<file path="src/rtl/rom_arbiter.sv">
// rom_arbiter: two-requester (CPU, DMA) arbiter over a 16-bit synchronous ROM,
// assembling byte-swapped halfwords into 16- or 32-bit read responses.
//
// Ports:
//   CLK, RESET_N               clock, synchronous active-low reset
//   cpu_req/addr/word          CPU request, halfword start address, 1 = 32-bit access
//   dma_req/addr/word          DMA request, same meaning
//   cpu_done/rdata             CPU one-cycle completion pulse and read data
//   dma_done/rdata             DMA one-cycle completion pulse and read data
//   rom_en, rom_addr           registered ROM read enable and halfword address
//   rom_dout                   ROM data, one cycle after rom_en/rom_addr
//   busy                       high whenever a transaction is in flight
//
// Build option: define ROM_ARB_ROUND_ROBIN_EN to alternate grants on simultaneous
// requests; otherwise the CPU always wins.
module rom_arbiter #(
   parameter int ADDR_W = 16
) (
   input  logic              CLK,
   input  logic              RESET_N,
   input  logic              cpu_req,
   input  logic [ADDR_W-1:0] cpu_addr,
   input  logic              cpu_word,
   input  logic              dma_req,
   input  logic [ADDR_W-1:0] dma_addr,
   input  logic              dma_word,
   output logic              cpu_done,
   output logic [31:0]       cpu_rdata,
   output logic              dma_done,
   output logic [31:0]       dma_rdata,
   output logic              rom_en,
   output logic [ADDR_W-1:0] rom_addr,
   input  logic [15:0]       rom_dout,
   output logic              busy
);
   typedef enum logic [2:0] {IDLE, ISSUE, CAP_LO, CAP_HI, RESP} state_t;
   state_t state_q, state_d;
   logic owner_q, owner_d;
   logic word_q, word_d;
   logic rom_en_q, rom_en_d;
   logic [ADDR_W-1:0] addr_q, addr_d, rom_addr_q, rom_addr_d;
   logic [15:0] lo_q, lo_d, hi_q, hi_d;
   logic [15:0] swapped;
   logic [31:0] rdata;
   logic grant_dma;
   // owner encoding: 0 = CPU, 1 = DMA
`ifdef ROM_ARB_ROUND_ROBIN_EN
   logic last_q, last_d;
   // on a tie, grant whoever did not win last time
   assign grant_dma = dma_req & (~cpu_req | ~last_q);
`else
   assign grant_dma = dma_req & ~cpu_req;
`endif
   // ROM halfwords are stored big-endian; responses are little-endian
   assign swapped = {rom_dout[7:0], rom_dout[15:8]};
   always_comb begin
      state_d    = state_q;
      owner_d    = owner_q;
      word_d     = word_q;
      addr_d     = addr_q;
      rom_addr_d = rom_addr_q;
      rom_en_d   = rom_en_q;
      lo_d       = lo_q;
      hi_d       = hi_q;
`ifdef ROM_ARB_ROUND_ROBIN_EN
      last_d     = last_q;
`endif
      case (state_q)
         IDLE: if (cpu_req || dma_req) begin
            owner_d    = grant_dma;
            word_d     = grant_dma ? dma_word : cpu_word;
            addr_d     = grant_dma ? dma_addr : cpu_addr;
            rom_addr_d = addr_d;
            rom_en_d   = 1'b1;
            state_d    = ISSUE;
`ifdef ROM_ARB_ROUND_ROBIN_EN
            last_d     = grant_dma;
`endif
         end
         ISSUE: begin
            // second halfword is requested back-to-back; address wraps at the top
            rom_addr_d = word_q ? addr_q + ADDR_W'(1) : rom_addr_q;
            rom_en_d   = word_q;
            state_d    = CAP_LO;
         end
         CAP_LO: begin
            lo_d     = swapped;
            rom_en_d = 1'b0;
            state_d  = word_q ? CAP_HI : RESP;
         end
         CAP_HI: begin
            hi_d    = swapped;
            state_d = RESP;
         end
         RESP:    state_d = IDLE;
         default: state_d = IDLE;
      endcase
   end
   always_ff @(posedge CLK) begin
      if (!RESET_N) begin
         state_q    <= IDLE;
         owner_q    <= 1'b0;
         word_q     <= 1'b0;
         addr_q     <= '0;
         rom_addr_q <= '0;
         rom_en_q   <= 1'b0;
         lo_q       <= '0;
         hi_q       <= '0;
`ifdef ROM_ARB_ROUND_ROBIN_EN
         last_q     <= 1'b1;
`endif
      end else begin
         state_q    <= state_d;
         owner_q    <= owner_d;
         word_q     <= word_d;
         addr_q     <= addr_d;
         rom_addr_q <= rom_addr_d;
         rom_en_q   <= rom_en_d;
         lo_q       <= lo_d;
         hi_q       <= hi_d;
`ifdef ROM_ARB_ROUND_ROBIN_EN
         last_q     <= last_d;
`endif
      end
   end
   assign rdata     = word_q ? {hi_q, lo_q} : {16'h0, lo_q};
   assign busy      = state_q != IDLE;
   assign cpu_done  = (state_q == RESP) & ~owner_q;
   assign dma_done  = (state_q == RESP) & owner_q;
   assign cpu_rdata = cpu_done ? rdata : 32'h0;
   assign dma_rdata = dma_done ? rdata : 32'h0;
   assign rom_en    = rom_en_q;
   assign rom_addr  = rom_addr_q;
endmodule

</file>
<file path="config.mk">
export PLATFORM = sky130hd
export DESIGN_NAME = rom_arbiter
export DESIGN_NICKNAME = d
export VERILOG_FILES = /design/src/rtl/rom_arbiter.sv
export SDC_FILE = /design/constraint.sdc
export NUM_CORES = 1
export LEC_CHECK = 0
export ABC_AREA = 1
export CAP_MARGIN = 20
export CELL_PAD_IN_SITES_DETAIL_PLACEMENT = 0
export CELL_PAD_IN_SITES_GLOBAL_PLACEMENT = 2
export CORE_ASPECT_RATIO = 0.7
export CORE_MARGIN = 4
export CORE_UTILIZATION = 23
export DETAILED_ROUTE_END_ITERATION = 8
export GPL_TIMING_DRIVEN = 0
export PLACE_DENSITY_LB_ADDON = 0.1
export SLEW_MARGIN = 20
export SYNTH_ARGS = -nofsm -noshare
export SYNTH_HDL_FRONTEND = slang
export SYNTH_SLANG_ARGS = --single-unit
</file>
<file path="constraint.sdc">
create_clock -name CLK -period 1.65 [get_ports CLK]
set_clock_uncertainty 0.05 [all_clocks]
set_input_delay 0.33 -clock CLK [delete_from_list [all_inputs] [get_ports CLK]]
set_output_delay 0.33 -clock CLK [all_outputs]
set_load 0.1 [all_outputs]
</file>
==> qor.txt, run 1 <==
result of the run - finished, violations left
violations in the final reports - setup timing
Final Core Density - 0.4590
share of power burned in combinational logic - 0.415
area of placed instances - 5933 um2
unique cell type count in the Yosys netlist - 29
vias after detailed routing - 4122
Pint - 3728 uW
element type at the critical path end - output pin
slew margin rel. - 0.4668
die height - 113.1 um
maximum fanout count along the critical path - 10
Area growth, synth to finish - 95.55%
number of port buffers - 136
worst-skew pair later-pin latency - 0.34 ns
clock transition at the registers of the reported paths - 0.06 ns
most common library cell in the layout ignoring fill and taps - nand2_1
routed vias/inst - 4.550
number of iterations in the first detailed-routing pass - 5
H-tree levels - 3
HPWL reported at the end of detailed placement - 11980 um
data required time of the critical path - 1.27 ns
Post-Syn Instances - 545
clock tree from TritonCTS - built
ANT cells - 0
number of nets with antenna violations after detailed routing - 0
TritonCTS buffer count - 9
global-route congestion overflow total - 0
num ports - 138
count of final hold-check violations - 0
number of register bits inferred by synthesis - 70
final standard cell count with taps included and fillers excluded - 906
combined global-route utilization of all metal layers - 0.1814
portion of total power attributed to sequential cells - 0.319
number of enable-type register cells in the synthesized netlist - 0
VDD IR-drop max - 0.0004680 V
layout cell share with drive strength beyond 1 - 0.3456
sequential share of the synthesized area - 0.3863
clock sink count - 70
die width - 158.1 um
site row count - 38
Post-layout nets - 757
final estimated routing congestion in global placement - 0.8688
first-pass GRT wire length - 24390 um
number of global-route vias before repair - 4049
share of async-settable or async-resettable flops after synthesis - 0
cell area power density - 937.4 nW/um2
maximum root-to-sink buffer count - 2
total die area - 17880 um2
cell area after technology mapping - 3627 um2
Final Total Pwr - 6649 uW
pin count of the biggest net entering global routing - 12
worst setup slack after layout - -0.3645 ns
switching fraction of total power - 0.4393
unrepaired setup endpoints after global routing - true
total setup violations reported at the end of the flow - 80
share of the cycle needed by the critical path after routing - 1.221
max-cap check violation count - 0
Max Clock Freq - 496.4 MHz
type of the worst min-delay path - input pin to register
sequential standard cell area - 1408 um2
First DRT Iteration DRCs - 277
Starting Density - 0.2347
wire length per cell - 17.69 um
minimum clock period after layout - 2.014 ns
Slew @ Worst Pin - 0.7998 ns
DRC violation count after routing - 0
Syn Nets - 600
critical setup path kind - register to output pin
commonest cells after routing, fill and taps aside - nand2_1 (104), buf_12 (72), dfxtp_1 (65)
final number of max-transition violations - 0
hold buffers post-CTS - 0
initial antenna violation count - 1
part of the power in the clock network - 0.265
data arrival at the endpoint of the critical path - 1.63 ns
Warnings, synthesis - 0
final instance area - 7093 um2
Placeable Area - 15450 um2
dpl cells - 881
cell leakage power - 0.002883 uW
Root Buffer - clkbuf_16
Mean Syn Cell Area - 6.655 um2
switching power of the nets - 2921 uW
startpoint type of the worst setup path - register
fill cell total of the finished layout - 1466
area of combinational cells with multiple inputs - 2460 um2
Synth Flop Type - dfxtp_1
total wire length - 16020 um
-- layout make-up --
| cell class | instances | share of cell area |
|---|---|---|
| Multi-Input combinational cell | 372 | 0.3468 |
| Timing Repair Buffer | 145 | 0.2990 |
| Sequential cell | 70 | 0.1984 |
| Buffer | 32 | 0.04339 |
| Inverter | 72 | 0.04092 |
| Tap cell | 200 | 0.03528 |
| Clock buffer | 10 | 0.03228 |
| Clock inverter | 5 | 0.003881 |
-- registers in the layout, indices dropped and copies added, names as in the netlist --
name and count:
addr_q 16, hi_q 16, lo_q 16, rom_addr 16, state_q 3, owner_q 1, rom_en 1, word_q 1
-- critical path, stage by stage, from the launching register on --
cell     delay [ns]
dfxtp_2        0.33
inv_4          0.08
nand3_4        0.10
nor2_4         0.14
inv_6          0.10
buf_12         0.17
nor3_4         0.17
buf_12         0.20
-- layer usage --
metal	track usage	routed length (um)	part of all wire	vias up
met5	0	9	0.00056	-
met4	0.03466	189	0.012	2
met3	0.04664	1047	0.065	17
met2	0.2482	6585	0.41	143
met1	0.2844	8192	0.51	1875
li1	-	-	-	2085
-- power groups by stage --
stage,registers (uW),clock network [uW],logic [uW]
finish,2120,1760,2760
global route,2150,1890,2950
CTS,2120,1810,2750
detailed placement,2150,0,2670
global placement,2150,0,2650
floorplan,2790,0,1260
-- final timing paths --
kind | startpoint | endpoint | slack (ns) | cells after the start
max | state_q[1] | dma_rdata[17] | -0.36 | 7
min | RESET_N | rom_addr[4] | 0.28 | 3
max reg2reg | state_q[1] | lo_q[7] | -0.22 | 7
min reg2reg | rom_addr[13] | rom_addr[13] | 0.43 | 2
-- cells in the mapped netlist, drive strengths merged (6+ instances only) --
library cell / instances / area [um2]
nand2: 110 / 432.9
nor2: 54 / 221.5
clkbuf: 9 / 33.78
a21oi: 60 / 319.1
nor3: 35 / 175.2
clkinv: 6 / 22.52
o21ai: 71 / 377.9
inv: 66 / 247.7
a31oi: 7 / 43.79
dfxtp: 70 / 1401
nand3: 20 / 100.1
buf: 23 / 146.4
-- stage by stage --
stage | hold WS (ns) | setup TNS, ns | setup slack, ns
2_1_floorplan | 0.3910 | -48.91 | -0.9209
3_3_place_gp | 0.4060 | -92.02 | -1.381
3_5_place_dp | 0.4166 | -83.14 | -1.127
4_1_cts | 0.2872 | -22.30 | -0.3811
5_1_grt | 0.3085 | -28.64 | -0.4423
6_report | 0.2826 | -20.73 | -0.3645
-- logic make-up after synthesis --
group	Yosys count	share of synthesized area
buffers and inverters	104	0.1242
adders and majority gates	1	0.003449
and+or+nand+nor	226	0.2684
xor gates and xnor gates	3	0.007245
DFF	70	0.3863
AOI/OAI and AO/OA	141	0.2104
-- timing repair --
item / 4_1_cts / 5_1_grt
buffers inserted: 3 / 4
setup endpoints to repair: 122 / 124
gates resized for setup: 681 / 46
cloned: 3 / 0
endpoints found under the hold margin: 0 / 0
pin swaps: 8 / 2
No activity file was read; power rests on OpenSTA's default activity.
==> run 2: changes to the inputs <==
--- a/config.mk
+++ b/config.mk
@@ -6,11 +6,10 @@
 export NUM_CORES = 1
 export LEC_CHECK = 0
 export ABC_AREA = 1
-export CAP_MARGIN = 20
 export CELL_PAD_IN_SITES_DETAIL_PLACEMENT = 0
 export CELL_PAD_IN_SITES_GLOBAL_PLACEMENT = 2
 export CORE_ASPECT_RATIO = 0.7
-export CORE_MARGIN = 4
+export CORE_MARGIN = 2
 export CORE_UTILIZATION = 23
 export DETAILED_ROUTE_END_ITERATION = 8
 export GPL_TIMING_DRIVEN = 0
==> run 2 against run 1 <==
Net effect: clock-buffer cell count grew 1; fmax down 0.76%; sequential cell count stayed put; worst setup slack lost 0.016 ns; power grew 7.3%; the flow still finishes with violations (setup timing); sequential share of layout area is 0.25 points lower; largest cell class unchanged; routed wire length shrank 2.7%; register-to-register slack better by 0.04 ns; utilization grew 0.67 points.
==> qor.txt, run 2 (synthesis results as in run 1) <==
area of placed instances - 5933 um2
number of iterations in the first detailed-routing pass - 4
part of the power in the clock network - 0.308
routed vias/inst - 4.504
max-cap check violation count - 0
worst-skew pair later-pin latency - 0.34 ns
die width - 154.1 um
vias after detailed routing - 4085
count of final hold-check violations - 0
startpoint type of the worst setup path - register
Pint - 4180 uW
Post-layout nets - 757
clock sink count - 70
unrepaired setup endpoints after global routing - true
slew margin rel. - 0.4460
die height - 109.1 um
commonest cells after routing, fill and taps aside - nand2_1 (104), buf_12 (75), dfxtp_1 (63)
initial antenna violation count - 0
result of the run - finished, violations left
num ports - 138
most common library cell in the layout ignoring fill and taps - nand2_1
switching fraction of total power - 0.4140
final estimated routing congestion in global placement - 0.8740
minimum clock period after layout - 2.030 ns
Final Total Pwr - 7133 uW
ANT cells - 0
depth of the worst hold-timing path - 3
launching point of the worst reg2reg path - state_q[1]
global-route congestion overflow total - 0
list of cells traversed by the critical path - inv_4, nand3_4, nor2_4, inv_6, buf_12, nor3_4, buf_12
combined global-route utilization of all metal layers - 0.1910
cell area power density - 991.1 nW/um2
portion of total power attributed to sequential cells - 0.298
Slew @ Worst Pin - 0.8311 ns
worst setup slack after layout - -0.3800 ns
worst hold path startpoint - RESET_N
first-pass GRT wire length - 23850 um
H-tree levels - 3
element type at the critical path end - output pin
cell leakage power - 0.002918 uW
total setup violations reported at the end of the flow - 76
First DRT Iteration DRCs - 256
number of global-route vias before repair - 4047
DRC violation count after routing - 0
Max Clock Freq - 492.6 MHz
Starting Density - 0.2347
Placeable Area - 15450 um2
crit path from - state_q[0]
number of port buffers - 136
most used cell along the critical path - buf_12
Area growth, synth to finish - 98.41%
HPWL reported at the end of detailed placement - 11600 um
total wire length - 15590 um
TritonCTS buffer count - 9
Critical Path Max Stage Delay - 0.34 ns
final number of max-transition violations - 0
hold slack - 0.2880 ns
final instance area - 7197 um2
share of power burned in combinational logic - 0.394
wire length per cell - 17.19 um
site row count - 38
switching power of the nets - 2953 uW
total die area - 16810 um2
type of the worst min-delay path - input pin to register
total negative slack - -20.90 ns
clock transition at the registers of the reported paths - 0.06 ns
number of nets with antenna violations after detailed routing - 0
data required time of the critical path - 1.27 ns
share of the cycle needed by the critical path after routing - 1.230
data arrival at the endpoint of the critical path - 1.65 ns
pin count of the biggest net entering global routing - 13
Root Buffer - clkbuf_16
violations in the final reports - setup timing
clock tree from TritonCTS - built
maximum root-to-sink buffer count - 2
fill cell total of the finished layout - 1497
Final Core Density - 0.4657
critical path's slowest cell - dfxtp_2
number of cells on the worst reg-to-reg path - 7
maximum fanout count along the critical path - 10
hold buffers post-CTS - 0
critical setup path kind - register to output pin
VDD IR-drop max - 0.0007326 V
layout cell share with drive strength beyond 1 - 0.3522
## run 2: power by group through the flow
stage | Clock, uW | Sequential, uW | Combinational [uW]
after floorplan | 0 | 2790 | 1260
after global placement | 0 | 2150 | 2640
after detailed placement | 0 | 2150 | 2670
after CTS | 2230 | 2120 | 2780
after global routing | 2310 | 2160 | 3030
final | 2190 | 2120 | 2810
## run 2: worst paths after layout
check                        to  slack [ns]
setup reg to reg        lo_q[7]       -0.18
hold / removal      rom_addr[3]        0.29
setup / recovery  dma_rdata[26]       -0.38
hold reg to reg     rom_addr[2]        0.42
## run 2: cell type report
cell class,instances,area [um2],area share
multi-input cells,371,2461,0.3420
repair buffers,146,2153,0.2992
inverters,72,287.8,0.03999
plain buffers,32,300.3,0.04172
flip-flops and latches,70,1410,0.1959
clock buffers,11,252.7,0.03512
well taps,200,250.2,0.03477
clock inverters,5,81.33,0.01130
## run 2: what timing repair did
item	CTS	global route
endpoints found under the setup margin	113	112
buffers inserted	5	5
gates cloned	1	0
pin swaps	9	5
resized for setup	684	42
## run 2: metal layers
metal	routed length (um)	GRT usage
met5	0	0
met4	104	0.04005
met3	866	0.03458
met2	6599	0.2755
met1	8022	0.2930
## run 2: worst max-delay path, delay by kind of cell, from the launching register on
kind,cells,cell delay [ns]
buffers and inverters,4,0.52
flip-flops,1,0.34
AND/OR/NAND/NOR,3,0.43
## run 2: per-stage QoR
| step | cells | setup WS [ns] |
|---|---|---|
| after floorplan | 545 | -0.9209 |
| after global placement | 881 | -1.383 |
| after detailed placement | 881 | -1.135 |
| after CTS | 903 | -0.3973 |
| after global routing | 907 | -0.4480 |
| final | 907 | -0.3800 |
==> run 3: changes to the inputs <==
--- a/config.mk
+++ b/config.mk
@@ -6,6 +6,7 @@
 export NUM_CORES = 1
 export LEC_CHECK = 0
 export ABC_AREA = 1
+export CAP_MARGIN = 5
 export CELL_PAD_IN_SITES_DETAIL_PLACEMENT = 0
 export CELL_PAD_IN_SITES_GLOBAL_PLACEMENT = 2
 export CORE_ASPECT_RATIO = 0.7
@@ -13,6 +14,7 @@
 export CORE_UTILIZATION = 23
 export DETAILED_ROUTE_END_ITERATION = 8
 export GPL_TIMING_DRIVEN = 0
+export HOLD_SLACK_MARGIN = 0.03
 export PLACE_DENSITY_LB_ADDON = 0.1
 export SLEW_MARGIN = 20
 export SYNTH_ARGS = -nofsm -noshare
==> results of run 3 <==
No change in the layout: final DEF, timing and power equal those of run 2.
